<file path="config.mk">
export PLATFORM = sky130hd
export DESIGN_NAME = uart_rx
export DESIGN_NICKNAME = d
export VERILOG_FILES = /design/src/rtl/uart_rx.sv
export SDC_FILE = /design/constraint.sdc
export NUM_CORES = 1
export LEC_CHECK = 0
export BUFFER_PORTS_ARGS = -buffer_cell sky130_fd_sc_hd__buf_4
export CAP_MARGIN = 20
export CORE_ASPECT_RATIO = 0.7
export CORE_MARGIN = 2
export CORE_UTILIZATION = 50
export DETAILED_ROUTE_END_ITERATION = 10
export PLACE_DENSITY = 0.81
export SYNTH_ARGS = -nofsm -noshare
export SYNTH_HDL_FRONTEND = slang
export SYNTH_SLANG_ARGS = --single-unit
</file>
<file path="constraint.sdc">
create_clock -name clk_i -period 1.6 [get_ports clk_i]
set_input_delay 0.08 -clock clk_i [delete_from_list [all_inputs] [get_ports clk_i]]
set_output_delay 0.08 -clock clk_i [all_outputs]
set_load 0.01 [all_outputs]
</file>
<file path="src/rtl/uart_rx.sv">
// UART receiver: 2-flop input sync, mid-bit sampling, LSB-first shift, stop check.
// Optional parity (PARITY state, parity_err_o, PARITY_ODD) with `define UART_RX_PARITY_EN.
module uart_rx #(
    parameter int CLKS_PER_BIT = 10416,
`ifdef UART_RX_PARITY_EN
    parameter int PARITY_ODD   = 0,
`endif
    parameter int DATA_BITS    = 8
) (
    input  logic                 clk_i,
    input  logic                 reset_i,
    input  logic                 rx_i,
    output logic [DATA_BITS-1:0] data_o,
    output logic                 byte_ready_o,
    output logic                 framing_err_o,
`ifdef UART_RX_PARITY_EN
    output logic                 parity_err_o,
`endif
    output logic                 busy_o
);

    localparam int CW = $clog2(CLKS_PER_BIT);
    localparam int IW = $clog2(DATA_BITS);
    localparam logic [CW-1:0] CNT_MID  = CW'(CLKS_PER_BIT / 2 - 1);
    localparam logic [CW-1:0] CNT_LAST = CW'(CLKS_PER_BIT - 1);
    localparam logic [IW-1:0] IDX_LAST = IW'(DATA_BITS - 1);

    typedef enum logic [2:0] {
        S_IDLE,
        S_START,
        S_DATA,
`ifdef UART_RX_PARITY_EN
        S_PARITY,
`endif
        S_STOP,
        S_BREAK
    } state_t;

    state_t                 r_state;
    logic                   r_rx_meta;
    logic                   r_rx_s;
    logic [CW-1:0]          r_cnt;
    logic [IW-1:0]          r_idx;
    logic [DATA_BITS-1:0]   r_shift;
    logic [DATA_BITS-1:0]   r_data;
    logic                   r_ready;
    logic                   r_ferr;
    logic                   r_busy;
    logic                   w_par_bad;

`ifdef UART_RX_PARITY_EN
    logic                   r_par_bit;
    logic                   r_perr;
    logic                   w_par_exp;

    assign w_par_exp    = (^r_shift) ^ (PARITY_ODD != 0);
    assign w_par_bad    = (w_par_exp != r_par_bit);
    assign parity_err_o = r_perr;
`else
    assign w_par_bad    = 1'b0;
`endif

    always_ff @(posedge clk_i) begin
        if (reset_i) begin
            r_rx_meta <= 1'b1;
            r_rx_s    <= 1'b1;
        end else begin
            r_rx_meta <= rx_i;
            r_rx_s    <= r_rx_meta;
        end
    end

    always_ff @(posedge clk_i) begin
        if (reset_i) begin
            r_state <= S_IDLE;
            r_cnt   <= '0;
            r_idx   <= '0;
            r_shift <= '0;
            r_data  <= '0;
            r_ready <= 1'b0;
            r_ferr  <= 1'b0;
            r_busy  <= 1'b0;
`ifdef UART_RX_PARITY_EN
            r_par_bit <= 1'b0;
            r_perr    <= 1'b0;
`endif
        end else begin
            r_ready <= 1'b0;
            r_ferr  <= 1'b0;
`ifdef UART_RX_PARITY_EN
            r_perr  <= 1'b0;
`endif
            r_busy  <= (r_state != S_IDLE);
            r_cnt   <= r_cnt + 1'b1;
            unique case (r_state)
                S_IDLE: begin
                    r_cnt <= '0;
                    if (!r_rx_s) r_state <= S_START;
                end
                S_START: begin
                    if (r_cnt == CNT_MID) begin
                        r_cnt <= '0;
                        r_idx <= '0;
                        // a high line at mid-start is a glitch, not a frame
                        r_state <= r_rx_s ? S_IDLE : S_DATA;
                    end
                end
                S_DATA: begin
                    if (r_cnt == CNT_LAST) begin
                        r_cnt   <= '0;
                        r_shift <= {r_rx_s, r_shift[DATA_BITS-1:1]};
                        r_idx   <= r_idx + 1'b1;
                        if (r_idx == IDX_LAST) begin
`ifdef UART_RX_PARITY_EN
                            r_state <= S_PARITY;
`else
                            r_state <= S_STOP;
`endif
                        end
                    end
                end
`ifdef UART_RX_PARITY_EN
                S_PARITY: begin
                    if (r_cnt == CNT_LAST) begin
                        r_cnt     <= '0;
                        r_par_bit <= r_rx_s;
                        r_state   <= S_STOP;
                    end
                end
`endif
                S_STOP: begin
                    if (r_cnt == CNT_LAST) begin
                        r_cnt <= '0;
                        if (!r_rx_s) begin
                            r_ferr  <= 1'b1;
                            r_state <= S_BREAK;
                        end else begin
                            r_state <= S_IDLE;
                            if (w_par_bad) begin
`ifdef UART_RX_PARITY_EN
                                r_perr <= 1'b1;
`endif
                            end else begin
                                r_data  <= r_shift;
                                r_ready <= 1'b1;
                            end
                        end
                    end
                end
                S_BREAK: begin
                    r_cnt <= '0;
                    if (r_rx_s) r_state <= S_IDLE;
                end
                default: begin
                    r_cnt   <= '0;
                    r_state <= S_IDLE;
                end
            endcase
        end
    end

    assign data_o        = r_data;
    assign byte_ready_o  = r_ready;
    assign framing_err_o = r_ferr;
    assign busy_o        = r_busy;

endmodule

</file>
==> summary.md <==
The run finished, with violations left. The final reports fail on negative setup slack. Final hold analysis gives a worst-case slack of 281 ps. The initial cell density of the core was 52.6%; the deepest level of the CTS H-tree was 2. Type of origin of the critical path: a flip-flop. The biggest cell delay along the critical path works out to 550 ps. For the final routed database, the setup TNS stands at -820 ps. The detailed-route vias per instance was 5.74. Max-capacitance violation count: 0. At the pin with the least slew margin, the transition time is 539 ps. At the worst endpoint, the required time is 1770 ps.

The synthesis-to-layout area growth is 29.7%, and the placed wire-length estimate is 2800 µm. Entering global routing, the biggest net connects 32 pins. Clock skew on the completed layout was measured at 10.7 ps. After the last flow step, the layout net total stands at 253. The post-route netlist has 31.2% of its cells at a drive strength greater than 1. The design area was 2410 µm². Slowest cell on the critical path: or4b_4.

The category of the worst setup path capture point is a flip-flop. The buffer depth of the longest clock path is 2. The remaining global-route overflow was 0; the period utilization was 104%. For the aggregate global-route resource usage, the log shows 21.0%.

The critical path goes through or4b_4 -> nor4_4 -> a2bb2oi_4 -> buf_12 -> o32ai_1. The die covers 4230 µm². Of the synthesized area, sequential elements account for 44.1%. The logs give 3540 µm² for the core box area and 0 for the number of remaining DRC errors. The finished layout holds 297 standard cells, fillers aside.

The worst hold-check path type was input pin to flip-flop. The number of flip-flops and latches in the synthesized netlist was 41; the worst-case headroom to the max-slew limit was 64.1%. The first detailed-routing pass took 5 iterations. In this design, the largest share of critical-path delay is due to simple AND/OR/NAND/NOR gates. The logs give 214 for the number of nets produced by synthesis and 0 for the Yosys warning count. The clock-pin slew of the registers on the worst-case setup and hold paths is 80 ps.

At the later pin of the worst-skew pair, clock insertion delay measures 290 ps. The logs give 5 for the CTS buffer count and 18 for the site row count. Sum of routed wire length over all layers: 4440 µm. In this run the number of cells on the critical path is 5.

Measured in cells, the most critical reg-to-reg path has a length of 5. The count of buffers added on input and output ports is 13. For this design the top-level I/O count stands at 14. The number of different library cells used by synthesis comes to 42. The number of placed instances, taps included, is 286.

Startpoint-to-endpoint class of the critical path: flip-flop to flip-flop. For the worst ir drop on vdd, the log shows 0.000596 V. The number of antenna diodes in the final layout is 0. Area of the mapped netlist: 1860 µm².

The library cell used most frequently in the layout, excluding fill and tap cells, is buf_4. The tools report the number of nets with antenna violations after routing as 0. Dividing the detail-routed wire length by the instance count gives 15.0 µm. Of all nets on the critical path, the largest fanout is 10.

The tools report the flip-flop and latch area as 827 µm². The layout has 268 filler cells. After the first detailed-routing iteration, the DRC count stood at 194. Static timing analysis puts the maximum clock frequency at 0.601 GHz. The tools report the final standard cell utilization of the core as 68.2%.

The combined buffer and inverter count along the critical path works out to 1. The number of global-route vias before repair was 1438. The worst setup slack before clock tree synthesis came out at -43.5 ps. From left edge to right edge, the die measures 76.9 µm. The design draws 1.86 mW. Area after detailed placement: 2190 µm². Setup violations remaining at the end of the flow were counted as 15. The number of antenna violations at the first check in global routing came out at 0. The cell sitting at the root of the clock tree is a clkbuf_8.

The count of final hold-check violations was 0. Setup repair after global routing could not meet its margin everywhere. The tools report the final max-slew violation count as 0. For the worst setup path, the data arrival time is 1830 ps. Leaving out fill and tap cells, the most frequent cells in the layout are 39 x buf_4, 36 x dfxtp_1, 20 x nand3_1. Counting instances, the worst hold path has a depth of 3. Across all layers, the routed design uses 1704 vias. TritonCTS built the clock tree. In the final layout, the multi-input gates occupy 1020 µm². The worst path in the final design needs a cycle of 1660 ps, including I/O delays and setup. For this design the static power due to leakage is 0.864 nW. Dividing total power by cell area gives a power density of 773 nW/µm².

The logs give 41 for the total clock sinks and 0.841 for the routability-driven placement congestion ratio. The logs give 208 for the post-synthesis instance total and -63.2 ps for the least setup slack across all paths after layout. The first global-routing pass estimated 6870 µm of wire.

The per-instance average area after synthesis is 8.94 µm². From bottom edge to top edge, the die measures 55.0 µm.
-- power by group --
group,switching (mW),total [mW],internal [mW]
logic,0.0292,0.0524,0.0232
clock network,0.334,0.787,0.453
registers,0.00157,1.02,1.02
-- state kept, by name, summed over array words and instances (netlist names), 3 cells and up --
signal / cells
r_idx: 3
data_o: 8
r_state: 3
r_cnt: 14
r_shift: 8
-- cell type report --
cell class,instances,share of cell area [%]
Timing Repair Buffer,46,15.9
Tap cell,50,2.59
Clock inverter,2,1.45
Multi-Input combinational cell,149,42.3
Inverter,4,0.622
Sequential cell,41,34.3
Clock buffer,5,2.85
-- final timing paths --
path / startpoint / end / slack [ps]
worst max-delay path: r_cnt[3] / r_state[0] / -60
worst min-delay path: reset_i / r_shift[3] / 280
worst max register to register: r_cnt[3] / r_state[0] / -60
worst min register to register: r_rx_meta / r_rx_s / 420
-- routing by layer --
layer,track usage (%),up-vias,wire [µm]
li1,-,843,-
met1,29.1,793,2140
met2,32.0,61,1930
met3,5.36,7,311
met4,8.18,0,61
met5,0,-,0
-- what timing repair did --
action                                  in CTS  in global routing
gates cloned                                 1                  0
setup buffers                                1                  1
resized for setup                            7                 24
endpoints found under the setup margin      31                 35
hold buffers                                 1                  0
endpoints found under the hold margin        1                  0
pin swaps                                    2                  2
-- cell families after synthesis --
| family | Yosys count | synth area share [%] |
|---|---|---|
| adders and majority gates | 3 | 2.02 |
| DFF | 41 | 44.1 |
| xor gates and xnor gates | 12 | 5.65 |
| AOI/OAI and AO/OA | 45 | 14.9 |
| and+or+nand+nor | 89 | 28.7 |
| buffers and inverters | 18 | 4.58 |
-- cell usage after synthesis (all sizes together) --
| cell | n | area (µm²) |
|---|---|---|
| a211oi | 1 | 7.51 |
| a21oi | 18 | 90.1 |
| a2bb2oi | 1 | 26.3 |
| a31oi | 1 | 6.26 |
| a32oi | 1 | 8.76 |
| and3 | 4 | 25.0 |
| and3b | 2 | 17.5 |
| and4 | 3 | 26.3 |
| buf | 7 | 42.5 |
| clkbuf | 7 | 27.5 |
| dfxtp | 41 | 821 |
| ha | 3 | 37.5 |
| inv | 4 | 15.0 |
| nand2 | 8 | 30.0 |
| nand2b | 4 | 25.0 |
| nand3 | 21 | 105 |
| nand4 | 5 | 31.3 |
| nand4bb | 1 | 11.3 |
| nor2 | 7 | 26.3 |
| nor2b | 1 | 6.26 |
| nor3 | 15 | 75.1 |
| nor3b | 2 | 15.0 |
| nor4 | 4 | 40.0 |
| nor4b | 1 | 8.76 |
| nor4bb | 2 | 20.0 |
| o21ai | 16 | 80.1 |
| o221a | 1 | 11.3 |
| o22ai | 2 | 12.5 |
| o32ai | 3 | 26.3 |
| o41ai | 1 | 8.76 |
| or2 | 3 | 18.8 |
| or3 | 3 | 23.8 |
| or3b | 2 | 17.5 |
| or4b | 1 | 10.0 |
| xnor2 | 7 | 61.3 |
| xor2 | 5 | 43.8 |
-- tightest hold or removal path, delay by kind of cell --
kind                   cells  cell delay [ps]
AOI/OAI and AO/OA          1               70
buffers and inverters      2              360
Note: power is estimated with default switching activity, not from simulation.
